[src/rtl/range_cfg_loader_pkg.sv]
// Shared encodings for the sniffer range-comparator programming path.
// State, opcode and bound reset constants used by the loader and its bench.
package sniffer_pkg;

    typedef enum logic [1:0] {
        IDLE    = 2'd0,
        LOAD_LO = 2'd1,
        LOAD_HI = 2'd2,
        DONE    = 2'd3
    } state_t;

    localparam logic OP_LOAD    = 1'b0;
    localparam logic OP_DISABLE = 1'b1;

    // Bounds park at all-ones; consumers slice to their own width.
    localparam logic [63:0] BOUND_RST = '1;

endpackage

[src/rtl/range_cfg_loader_if.sv]
// Command port between the PS register block and the range loader.
// Valid/ready request plus one-cycle done/error completion pulses.
interface range_cfg_loader_if #(
    parameter int WIDTH = 32,
    parameter int IDX_W = 2
);
    logic             cmd_valid;
    logic             cmd_ready;
    logic             cmd_op;
    logic [IDX_W-1:0] cmd_idx;
    logic [WIDTH-1:0] cmd_lo;
    logic [WIDTH-1:0] cmd_hi;
    logic             cmd_done;
    logic             cmd_err;

    modport master (
        output cmd_valid, cmd_op, cmd_idx, cmd_lo, cmd_hi,
        input  cmd_ready, cmd_done, cmd_err
    );

    modport slave (
        input  cmd_valid, cmd_op, cmd_idx, cmd_lo, cmd_hi,
        output cmd_ready, cmd_done, cmd_err
    );
endinterface

[src/rtl/range_cfg_loader.sv]
// Programs the sniffer range comparators over shared bound buses,
// strobing lower then upper bound and gating compare-enable meanwhile.
module range_cfg_loader
    import sniffer_pkg::*;
#(
    parameter int WIDTH      = 32,
    parameter int NUM_RANGES = 4,
    parameter int IDX_W      = 2
) (
    input  logic                  clk,
    input  logic                  reset,
    range_cfg_loader_if.slave     bus,
    input  logic                  sniff_en,
    output logic [WIDTH-1:0]      lA,
    output logic [WIDTH-1:0]      uA,
    output logic [NUM_RANGES-1:0] take_lA,
    output logic [NUM_RANGES-1:0] take_uA,
    output logic [NUM_RANGES-1:0] cmp_enable
);

    localparam logic [WIDTH-1:0] BRST = BOUND_RST[WIDTH-1:0];

    state_t                state;
    logic [NUM_RANGES-1:0] active;
    logic [NUM_RANGES-1:0] tgt_oh;
    logic [WIDTH-1:0]      hi_q;
    logic                  done_q;
    logic                  err_q;

    function automatic logic [NUM_RANGES-1:0] onehot(
        input logic [IDX_W-1:0] idx
    );
        logic [NUM_RANGES-1:0] oh;
        oh = '0;
        for (int i = 0; i < NUM_RANGES; i++) begin
            oh[i] = (idx == IDX_W'(i));
        end
        return oh;
    endfunction

    logic bad_idx;
    logic bad_rng;
    logic bad_cmd;

    // Reject out-of-range indices and inverted bounds at accept time.
    always_comb begin
        bad_idx = ({1'b0, bus.cmd_idx} >= (IDX_W+1)'(NUM_RANGES));
        bad_rng = (bus.cmd_op == OP_LOAD) && (bus.cmd_lo > bus.cmd_hi);
        bad_cmd = bad_idx || bad_rng;
    end

    assign bus.cmd_ready = (state == IDLE);
    assign bus.cmd_done  = done_q;
    assign bus.cmd_err   = err_q;

    // Command sequencer, bound buses, strobes and enable gating.
    always_ff @(posedge clk or negedge reset) begin
        if (!reset) begin
            state      <= IDLE;
            lA         <= BRST;
            uA         <= BRST;
            take_lA    <= '0;
            take_uA    <= '0;
            cmp_enable <= '0;
            active     <= '0;
            tgt_oh     <= '0;
            hi_q       <= '0;
            done_q     <= 1'b0;
            err_q      <= 1'b0;
        end else begin
            cmp_enable <= {NUM_RANGES{sniff_en}} & active;
            take_lA    <= '0;
            take_uA    <= '0;
            done_q     <= 1'b0;
            err_q      <= 1'b0;
            unique case (state)
                IDLE: begin
                    if (bus.cmd_valid) begin
                        if (bad_cmd) begin
                            err_q <= 1'b1;
                            state <= DONE;
                        end else if (bus.cmd_op == OP_DISABLE) begin
                            active     <= active & ~onehot(bus.cmd_idx);
                            cmp_enable <= {NUM_RANGES{sniff_en}} & active
                                          & ~onehot(bus.cmd_idx);
                            done_q     <= 1'b1;
                            state      <= DONE;
                        end else begin
                            active     <= active & ~onehot(bus.cmd_idx);
                            cmp_enable <= {NUM_RANGES{sniff_en}} & active
                                          & ~onehot(bus.cmd_idx);
                            lA         <= bus.cmd_lo;
                            take_lA    <= onehot(bus.cmd_idx);
                            tgt_oh     <= onehot(bus.cmd_idx);
                            hi_q       <= bus.cmd_hi;
                            state      <= LOAD_LO;
                        end
                    end
                end
                LOAD_LO: begin
                    uA      <= hi_q;
                    take_uA <= tgt_oh;
                    state   <= LOAD_HI;
                end
                LOAD_HI: begin
                    active     <= active | tgt_oh;
                    cmp_enable <= {NUM_RANGES{sniff_en}} & (active | tgt_oh);
                    done_q     <= 1'b1;
                    state      <= DONE;
                end
                DONE: begin
                    state <= IDLE;
                end
                default: state <= IDLE;
            endcase
        end
    end

endmodule

[src/flat_wrapper.sv]
// flat-port wrapper written by rule: the top's interface ports become plain ports
module range_cfg_loader_flat import sniffer_pkg::*;
#(
    parameter int WIDTH      = 32,
    parameter int NUM_RANGES = 4,
    parameter int IDX_W      = 2
)
  (clk, reset, sniff_en, lA, uA, take_lA, take_uA, cmp_enable, bus_cmd_valid, bus_cmd_op, bus_cmd_idx, bus_cmd_lo, bus_cmd_hi, bus_cmd_ready, bus_cmd_done, bus_cmd_err);
  range_cfg_loader_if #(.WIDTH(WIDTH), .IDX_W(IDX_W)) bus_i ();
  input  logic clk;
  input  logic reset;
  input  logic sniff_en;
  output logic [WIDTH-1:0] lA;
  output logic [WIDTH-1:0] uA;
  output logic [NUM_RANGES-1:0] take_lA;
  output logic [NUM_RANGES-1:0] take_uA;
  output logic [NUM_RANGES-1:0] cmp_enable;
  input wire logic [$bits(bus_i.cmd_valid)-1:0] bus_cmd_valid;
  input wire logic [$bits(bus_i.cmd_op)-1:0] bus_cmd_op;
  input wire logic [$bits(bus_i.cmd_idx)-1:0] bus_cmd_idx;
  input wire logic [$bits(bus_i.cmd_lo)-1:0] bus_cmd_lo;
  input wire logic [$bits(bus_i.cmd_hi)-1:0] bus_cmd_hi;
  output wire logic [$bits(bus_i.cmd_ready)-1:0] bus_cmd_ready;
  output wire logic [$bits(bus_i.cmd_done)-1:0] bus_cmd_done;
  output wire logic [$bits(bus_i.cmd_err)-1:0] bus_cmd_err;
  assign bus_i.cmd_valid = bus_cmd_valid;
  assign bus_i.cmd_op = bus_cmd_op;
  assign bus_i.cmd_idx = bus_cmd_idx;
  assign bus_i.cmd_lo = bus_cmd_lo;
  assign bus_i.cmd_hi = bus_cmd_hi;
  assign bus_cmd_ready = bus_i.cmd_ready;
  assign bus_cmd_done = bus_i.cmd_done;
  assign bus_cmd_err = bus_i.cmd_err;
  range_cfg_loader #(.WIDTH(WIDTH), .NUM_RANGES(NUM_RANGES), .IDX_W(IDX_W)) u_core (.clk(clk), .reset(reset), .bus(bus_i), .sniff_en(sniff_en), .lA(lA), .uA(uA), .take_lA(take_lA), .take_uA(take_uA), .cmp_enable(cmp_enable));
endmodule
[config.mk]
export PLATFORM = sky130hd
export DESIGN_NAME = range_cfg_loader_flat
export DESIGN_NICKNAME = d
export VERILOG_FILES = /design/src/rtl/range_cfg_loader_pkg.sv /design/src/rtl/range_cfg_loader_if.sv /design/src/rtl/range_cfg_loader.sv /design/src/flat_wrapper.sv
export SDC_FILE = /design/constraint.sdc
export NUM_CORES = 1
export LEC_CHECK = 0
export BUFFER_PORTS_ARGS = -buffer_cell sky130_fd_sc_hd__buf_4
export CORE_MARGIN = 2
export CORE_UTILIZATION = 57
export DETAILED_ROUTE_END_ITERATION = 12
export PLACE_DENSITY = 0.83
export SLEW_MARGIN = 20
export SYNTH_ARGS = -nofsm -noshare
export SYNTH_HDL_FRONTEND = slang
export SYNTH_SLANG_ARGS = --single-unit
[constraint.sdc]
create_clock -name clk -period 6.9 [get_ports clk]
set_clock_uncertainty 0.15 [all_clocks]
set_input_delay 1.38 -clock clk [delete_from_list [all_inputs] [get_ports clk]]
set_output_delay 1.38 -clock clk [all_outputs]
set_load 0.02 [all_outputs]
Yosys cells after proc, flatten, opt, wreduce, memory -nomap -nowiden
Cells that the tools add are included.
{"block": "classes", "n_mux": 22, "n_lt_le_gt_ge": 1, "n_reduce_logical": 6, "bitwise_logic": 8, "n_eq_ne": 8}
{"op": "2-to-1 mux 4 bit", "count": 9}
{"op": "> comparator 32 bit", "count": 1}
{"op": "AND 4 bit", "count": 4}
{"op": "case mux 4 bit (2 select lines)", "count": 2}
{"op": "equality test 2 bit (second input constant)", "count": 4}
{"op": "case mux 2 bit (4 select lines)", "count": 1}
{"op": "2-to-1 mux 1 bit", "count": 6}
{"op": "2-to-1 mux 2 bit", "count": 3}
{"op": "equality test 2 x 1 -> 1 bit (second input constant)", "count": 2}
{"op": "logical NOT 2 bit", "count": 2}
{"op": "inequality test 2 bit (second input constant)", "count": 2}
{"op": "inverter 4 bit", "count": 1}
{"op": "bitwise OR 4 bit", "count": 1}
{"op": "AND reduction 4 bit", "count": 1}
{"op": "AND reduction 3 bit", "count": 1}
{"op": "inverter 1 bit", "count": 2}
{"op": "case mux 1 bit (2 select lines)", "count": 1}
{"op": "nonzero test 2 bit", "count": 1}
{"op": "logical AND 1 bit", "count": 1}
{"block": "totals", "output_inout_bits": 79, "elab_cells": 56, "register_bits": 120, "inputBits": 71}

Longest topological paths before layout
Gate-level depths: netlist (run 1).
{"block": "depth", "depth_word": 6, "ltp_mapped": 9, "mapped_depth_nobuf": 8}

Worst setup path after synthesis (run 1)
Ideal clock, no wire load.
{"block": "synth_timing", "path_type": "input port to flip-flop", "from": "input bus_cmd_hi[14]", "to": "register u_core.hi_q[3]", "arrival_ps": 3617, "n_path_buf": 1, "path_slack_ps": 3008, "required_time_ps": 6625, "cell_stages": 9, "setup_ps": 125, "path_cell_list": "inv_1 ha_1 nand4_2 nor4_2 nand2b_1 a31oi_1 a2111oi_4 buf_6 mux2_2"}
{"block": "synth_via", "elab_chain_cells": 4}
{"element": "start, declared", "line": "flat_wrapper.sv:22", "text": "input wire logic [$bits(bus_i.cmd_hi)-1:0] bus_cmd_hi;"}
{"element": "> comparator 32 bit", "line": "range_cfg_loader.sv:48", "text": "bad_rng = (bus.cmd_op == OP_LOAD) && (bus.cmd_lo > bus.cmd_hi);"}
{"element": "logical AND 1 bit", "line": "range_cfg_loader.sv:48"}
{"element": "inverter 1 bit (no source line)"}
{"element": "AND reduction 4 bit (no source line)"}
{"element": "end signal, assigned", "line": "range_cfg_loader.sv:95", "text": "hi_q <= bus.cmd_hi;"}
{"element": "end, declared", "line": "range_cfg_loader.sv:26", "text": "logic [WIDTH-1:0] hi_q;"}
No other way between the ends.
A chain may end at the register's enable or synchronous reset.

Final worst setup path (run 1)
{"block": "layout_timing", "from": "input bus_cmd_hi[27]", "to": "register u_core.hi_q[19]"}
Same word-level chain as after synthesis.

==> impl_results.md, run 1 <==
- DP Worst Slack: 2553 ps
- Max incr delay on CP: 590 ps
- Routed length on met3: 1090 um
- Seq pwr share: about two fifths
- CP Launch Type: primary input
- Netlist Area Pre-Place: 5572 um2
- Initial drt markers: between 100 and 150
- GPL Wtd Cong: 0.7819
- Worst Path Arrival: 4070 ps
- Metal-1 WL: between 4000 and 5000 um
- Tightest Pin Transition: slightly below 1000 ps
- Fmax: 0.2611 GHz
- First-pass GRT wire length: 19510 um
- Leading cell types by count after synthesis: mux2_2 (83), dfstp_2 (64), dfrtp_1 (56)
- Layout cell share with drive strength beyond 1: a little under three fifths
- Final Hold Fails: 0
- Distinct cells, synth: 43
- Max Cap Viol: 0
- Deepest clock path buffer count: 2
- CP top delay family: simple AND/OR/NAND/NOR gates
- Relative slew slack: 33.54%
- DR vias/cell: about 5.4
- CP cell instances: buf_4 -> inv_1 -> ha_1 -> nand4_1 -> nor4_2 -> nand2_1 -> a2111oi_4 -> buf_4 -> mux2_2
- Clk Tree Root Cell: clkbuf_8
- Period utilisation layout: 55.50%
- Final wirelength: 12550 um
- DP Wirelength: 8793 um
- FF+latch count, synth: 120
- Antenna cell count: 0
- Syn Inst Count: between 400 and 500
- Worst setup EP type: flop
- Number of global-route vias before repair: ~4.1k
- Most instantiated library cell after synthesis: mux2_2
- Final setup TNS: 0 ps
- Global-route usage over all layers: between 20% and 30%
- Top cell type's share of synthesized area: 30.18%
- Final setup vio count: 0
- Hold WC Path Type: flop to flop
- Post-route minimum period: approximately 3800 ps
- Setup Fix Bufs, Post-CTS: 0
- Routed len/inst: 17.45 um
- Setup Crit Path Kind: primary input to flop
- Total number of vias: 3866
- Final ANT Viol Nets: 0
- Worst-skew pair later-pin latency: 520 ps
- Synthesized Nets: 523
- Nets: 681
- Top Metal Used: met4
- Area growth syn-to-layout: 31.89%
- Main synth FF type: dfstp_2
- NetSw: 1.091 mW
- Synthesis Warnings: 0
- Area leader, netlist: dfstp_2
- Site row count: 36
- Pint: 2.316 mW
- Post-CTS Resized: 0
- Switch share: 32.02%
- Core area: 9639 um2
- H-tree depth: 4
- CP required: around 7100 ps
- Met2 Wirelength: 6485 um
- Leak: 3.426 nW
- Avg Inst Size Synth: 13.36 um2
- Post-synthesis sequential area ratio: 55.33%
- Final setup margin: 3070 ps
- Clock power share: about 24%
- I/O Buffers: 149
- Combinational fraction of design power: a little over a third
- Initial Util: 57.80%
- Crit Path Max Fanout: 50
- Clock transition at path regs: 50 ps
- Largest net degree at the start of global routing: slightly below 90
- Status: finished, final reports clean
- Most frequent cell on the critical path: buf_4
- Fillers: 655
- First-pass DRT Iterations: 4
- EDFF count, synth: 0
- Initial antenna violation count: 0
- PnR Total Power: 3.406 mW
- Clock Sinks: 120
- Synth async-reset ratio: 100.0%
- WP buf/inv: 3
- Die W: 102.9 um
- Hold_buf cts: 0
- Register area: 3083 um2
- Area of the multi-input gates: roughly 2200 um2
- # DRC: 0
- CTS buffer count: 17
- Top cells by area, synth: dfstp_2 (30%), dfrtp_1 (25%), mux2_2 (17%)
- Slew Limit Fails: 0
- Worst IR Drop VDD: roughly 270 uV
- CTS tree: yes
- Die area: 10580 um2
- Die height: 102.9 um
- RSZ-0062 raised after global routing: false
- I/O pins: 150
- Global route total overflow: 0
- Pwr dens: 463.5 nW/um2
- CP max-delay cell: buf_4
[sequential cells by signal, summed over array words and instances, names as in the netlist]
name,cells
u_core.active,4
u_core.bus.cmd_done,1
u_core.bus.cmd_err,1
u_core.cmp_enable,4
u_core.hi_q,32
u_core.lA,32
u_core.state,2
u_core.take_lA,4
u_core.take_uA,4
u_core.tgt_oh,4
u_core.uA,32
[metal layers]
metal / global-route usage (%) / vias up
met5: 0 / -
met4: 8.603 / 0
met3: 10.92 / 19
met2: 42.18 / 149
met1: 27.66 / 1904
li1: - / 1794
[power by group through the flow]
stage / Combinational (mW) / Sequential (mW) / Clock (mW)
floorplan: 0.504 / 1.58 / 0
global placement: 1.20 / 1.32 / 0
global route: 1.33 / 1.38 / 0.876
CTS: 1.25 / 1.34 / 0.841
finish: 1.24 / 1.34 / 0.829
detailed placement: 1.24 / 1.34 / 0
[cells in the final DEF (no fill, tap or decap), drive strengths merged, types with 5 or more instances in the layout]
master  Yosys  layout
a21oi      17      17
and2        5       5
buf        10     153
clkbuf      4      22
dfrtp      56      56
dfstp      64      64
ha         35      35
inv        39      39
mux2       97      97
nand2      13      13
nand4       8       8
nor2        8       8
nor2b       5       5
nor3        5       5
o21ai       5       5
[final timing paths]
kind                       cells past startpoint                           to  slack [ps]                   startpoint
setup / recovery                               9  u_core.hi_q[19]$_DFFE_PN0P_        3070               bus_cmd_hi[27]
max in group asynchronous                      2   u_core.hi_q[3]$_DFFE_PN0P_        4870                        reset
setup reg to reg                               6  u_core.hi_q[19]$_DFFE_PN0P_        4240  u_core.state[0]$_DFFE_PN0P_
min in group asynchronous                      1  u_core.hi_q[29]$_DFFE_PN0P_         660                        reset
hold / removal                                 1   u_core.hi_q[1]$_DFFE_PN0P_         340   u_core.hi_q[1]$_DFFE_PN0P_
hold reg to reg                                1   u_core.hi_q[1]$_DFFE_PN0P_         340   u_core.hi_q[1]$_DFFE_PN0P_
[metrics by stage]
step / instance area, um2 / util (%) / std cells / hold WS (ps)
6_report: 7348 / 76.23 / 719 / 337.1
5_1_grt: 7348 / 76.23 / 719 / 360.8
4_1_cts: 7345 / 76.19 / 719 / 341.7
3_5_place_dp: 6784 / 70.38 / 689 / 321.4
3_3_place_gp: 6784 / 70.38 / 689 / 314.2
2_1_floorplan: 5572 / - / 417 / 302.2
[logic make-up (layout without fill, tap and decap cells)]
family                   count (synthesis)  in the layout  synth area share, %
adder cells (fa/ha/maj)                 35             35                7.860
AND/OR/NAND/NOR                         63             63                6.378
flip-flops                             120            120                55.33
multiplexers                           100            100                20.14
buffers and inverters                   53            222                4.514
AO/OA/AOI/OAI                           46             46                5.772
[layout make-up]
type,count,area share [%]
Sequential cell,120,41.95
Multi-Input combinational cell,244,30.48
Timing Repair Buffer,153,15.68
Clock buffer,22,6.300
Tap cell,133,2.265
Inverter,39,1.992
Clock inverter,8,1.328
No activity file was read; power rests on OpenSTA's default activity.
==> run 2: changes to the inputs <==
- CORE_UTILIZATION: 57 -> 53
- PLACE_DENSITY: 0.83 -> 0.77
- clock period: 6.9 -> 3.8 ns (I/O delays scaled with it)
==> run 2 against run 1 <==
Sequential power up 81%; flip-flop and latch count stayed put; wire length fell by 4.8%; clock power increased by 81%; combinational power grew 80%; utilization decreased by 4.4 points; sequential share of layout area is 0.19 points lower; non-clock buffer count rose by 1; cell count is 0.83% higher; die area grew 7.3%; clock-buffer cell count fell by 2; design area up 0.46%; critical path type unchanged; critical endpoint is now u_core.hi_q[5]$_DFFE_PN0P_; largest cell class unchanged.
==> impl_results.md, run 2 (synthesized netlist as in run 1, its figures left out) <==
- Global route total overflow: 0 (unchanged)
- I/O Buffers: 149 (unchanged)
- Initial antenna violation count: 0 (unchanged)
- First-pass DRT Iterations: 4 (unchanged)
- Setup Crit Path Kind: primary input to flop (unchanged)
- Clock Sinks: 120 (unchanged)
- CTS tree: yes (unchanged)
- Worst IR Drop VDD: 470.6 uV (was 271.1 uV)
- Clk Tree Root Cell: clkbuf_8 (unchanged)
- Hold WC Path Type: primary input to async pin (was flop to flop)
- Final wirelength: 11950 um (was 12550 um)
- Total number of vias: 3822 (was 3866)
- RSZ-0062 raised after global routing: false (unchanged)
- Nets: 682 (was 681)
- Final Hold Fails: 0 (unchanged)
- Die W: 106.5 um (was 102.9 um)
- Clock transition at path regs: 60 ps (was 50 ps)
- Status: finished, final reports clean (unchanged)
- Deepest clock path buffer count: 2 (unchanged)
- Die height: 106.5 um (was 102.9 um)
- Leak: 3.431 nW (was 3.426 nW)
- H-tree depth: 4 (unchanged)
- CP Launch Type: primary input (unchanged)
- Crit Path Max Fanout: 62 (was 50)
- DP Wirelength: 8479 um (was 8793 um)
- Final setup margin: 800.0 ps (was 3070 ps)
- Final setup vio count: 0 (unchanged)
- DR vias/cell: 5.272 (was 5.377)
- Commonest non-fill, non-tap cell in the layout: buf_4 (unchanged)
- Hold_buf cts: 0 (unchanged)
- Pwr dens: 834.0 nW/um2 (was 463.5 nW/um2)
- GPL Wtd Cong: 0.7602 (was 0.7819)
- CP cell instances: buf_4 -> inv_1 -> ha_1 -> nand4_1 -> nor4_2 -> nand2b_1 -> a31oi_1 -> a2111oi_4 -> buf_12 -> mux2_2 (was buf_4 -> inv_1 -> ha_1 -> nand4_1 -> nor4_2 -> nand2_1 -> a2111oi_4 -> buf_4 -> mux2_2)
- Period utilisation layout: 78.95%
- Commonest non-fill, non-tap cells in the layout: buf_4 (152), mux2_2 (83), dfstp_2 (64), dfrtp_1 (56), inv_1 (39) (unchanged)
- Die area: 11350 um2 (was 10580 um2)
- Area growth syn-to-layout: 32.49% (was 31.89%)
- Max Cap Viol: 0 (unchanged)
- Largest net degree at the start of global routing: 121 (was 88)
- Worst-skew pair later-pin latency: 500 ps (was 520 ps)
- Post-route minimum period: 3000 ps
- Initial drt markers: 114 (was 116)
- Fmax: ~0.33 GHz
- CP required: 4030 ps (was 7140 ps)
- Final ANT Viol Nets: 0 (unchanged)
- I/O pins: 150 (unchanged)
- Final setup TNS: 0 ps (unchanged)
- Worst Path Arrival: 3230 ps (was 4070 ps)
- Layout cell share with drive strength beyond 1: 57.22% (was 57.00%)
- Relative slew slack: 33.32% (was 33.54%)
- Setup Fix Bufs, Post-CTS: 0 (unchanged)
- Number of global-route vias before repair: 4060 (was 4099)
- Initial Util: 54.21% (was 57.80%)
- Post-CTS Resized: 0 (unchanged)
- Antenna cell count: 0 (unchanged)
- Global-route usage over all layers: 22.10% (was 24.70%)
- DP Worst Slack: 259.9 ps (was 2553 ps)
- Routed len/inst: 16.48 um (was 17.45 um)
- # DRC: 0 (unchanged)
- Slew Limit Fails: 0 (unchanged)
- Worst setup EP type: flop (unchanged)
- Core area: 10280 um2 (was 9639 um2)
- Tightest Pin Transition: 995.6 ps (was 992.2 ps)
- Site row count: 37 (was 36)
- CTS buffer count: 17 (unchanged)
- First-pass GRT wire length: 19390 um (was 19510 um)
- Regs by FF count: u_core.hi_q x32, u_core.lA x32, u_core.uA x32 (unchanged)
- Max incr delay on CP: 430 ps (was 590 ps)
- CP max-delay cell: a2111oi_4 (was buf_4)
## run 2: cell count changes in the layout (fill, tap and decap cells not counted)
cell,before,now
clkbuf_8,4,2
clkinv_2,3,4
buf_12,0,2
buf_6,1,0
clkinvlp_4,3,5
inv_6,0,1
## run 2: metal layers
layer,share of wire (%),global-route usage [%],vias up
li1,-,-,1803
met1,42,26.62,1875
met2,49,36.68,131
met3,7.6,7.787,13
met4,1.5,8.163,0
met5,0,0,-
## run 2: area by class of cell
type	count	area (um2)
timing repair buffer	154	1181
fill	735	2895
clock inverter	12	126.4
multi-input combinational	244	2240
inverter	39	146.4
clock buffer	20	435.4
tap	136	170.2
sequential	120	3083
## run 2: worst max-delay path, delay by kind of cell
family	cells	cell delay, ps
compound gates	2	510
mux	1	380
fa+ha+maj	1	310
buf+inv	3	500
simple gates	3	760
## run 2: worst paths after layout
kind	from	to	slack [ps]	cells past startpoint
hold / removal	reset	u_core.take_lA[2]$_DFF_PN0_	200	2
setup reg to reg	u_core.state[0]$_DFFE_PN0P_	u_core.hi_q[5]$_DFFE_PN0P_	1260	6
max in group asynchronous	reset	u_core.hi_q[8]$_DFFE_PN0P_	2850	2
hold reg to reg	u_core.hi_q[2]$_DFFE_PN0P_	u_core.hi_q[2]$_DFFE_PN0P_	340	1
min in group clk	u_core.hi_q[2]$_DFFE_PN0P_	u_core.hi_q[2]$_DFFE_PN0P_	340	1
setup / recovery	bus_cmd_hi[9]	u_core.hi_q[5]$_DFFE_PN0P_	800	10
## run 2: power breakdown
| part | total, mW | switching, mW | internal, mW |
|---|---|---|---|
| Sequential | 2.43 | 0.313 | 2.11 |
| Clock | 1.50 | 0.556 | 0.946 |
| Combinational | 2.23 | 1.11 | 1.12 |
| Total | 6.16 | 1.98 | 4.18 |
## run 2: per-stage QoR
step           utilization [%]  power [mW]  hold WS (ps)  cells  cell area, um2
2_1_floorplan                -       3.778         302.2    417            5572
3_3_place_gp             66.36       4.591         311.6    693            6820
3_5_place_dp             66.36       4.693         326.5    693            6820
4_1_cts                  71.83       6.219         215.3    725            7382
5_1_grt                  71.83       6.500         229.5    725            7382
6_report                 71.83       6.156         203.9    725            7382
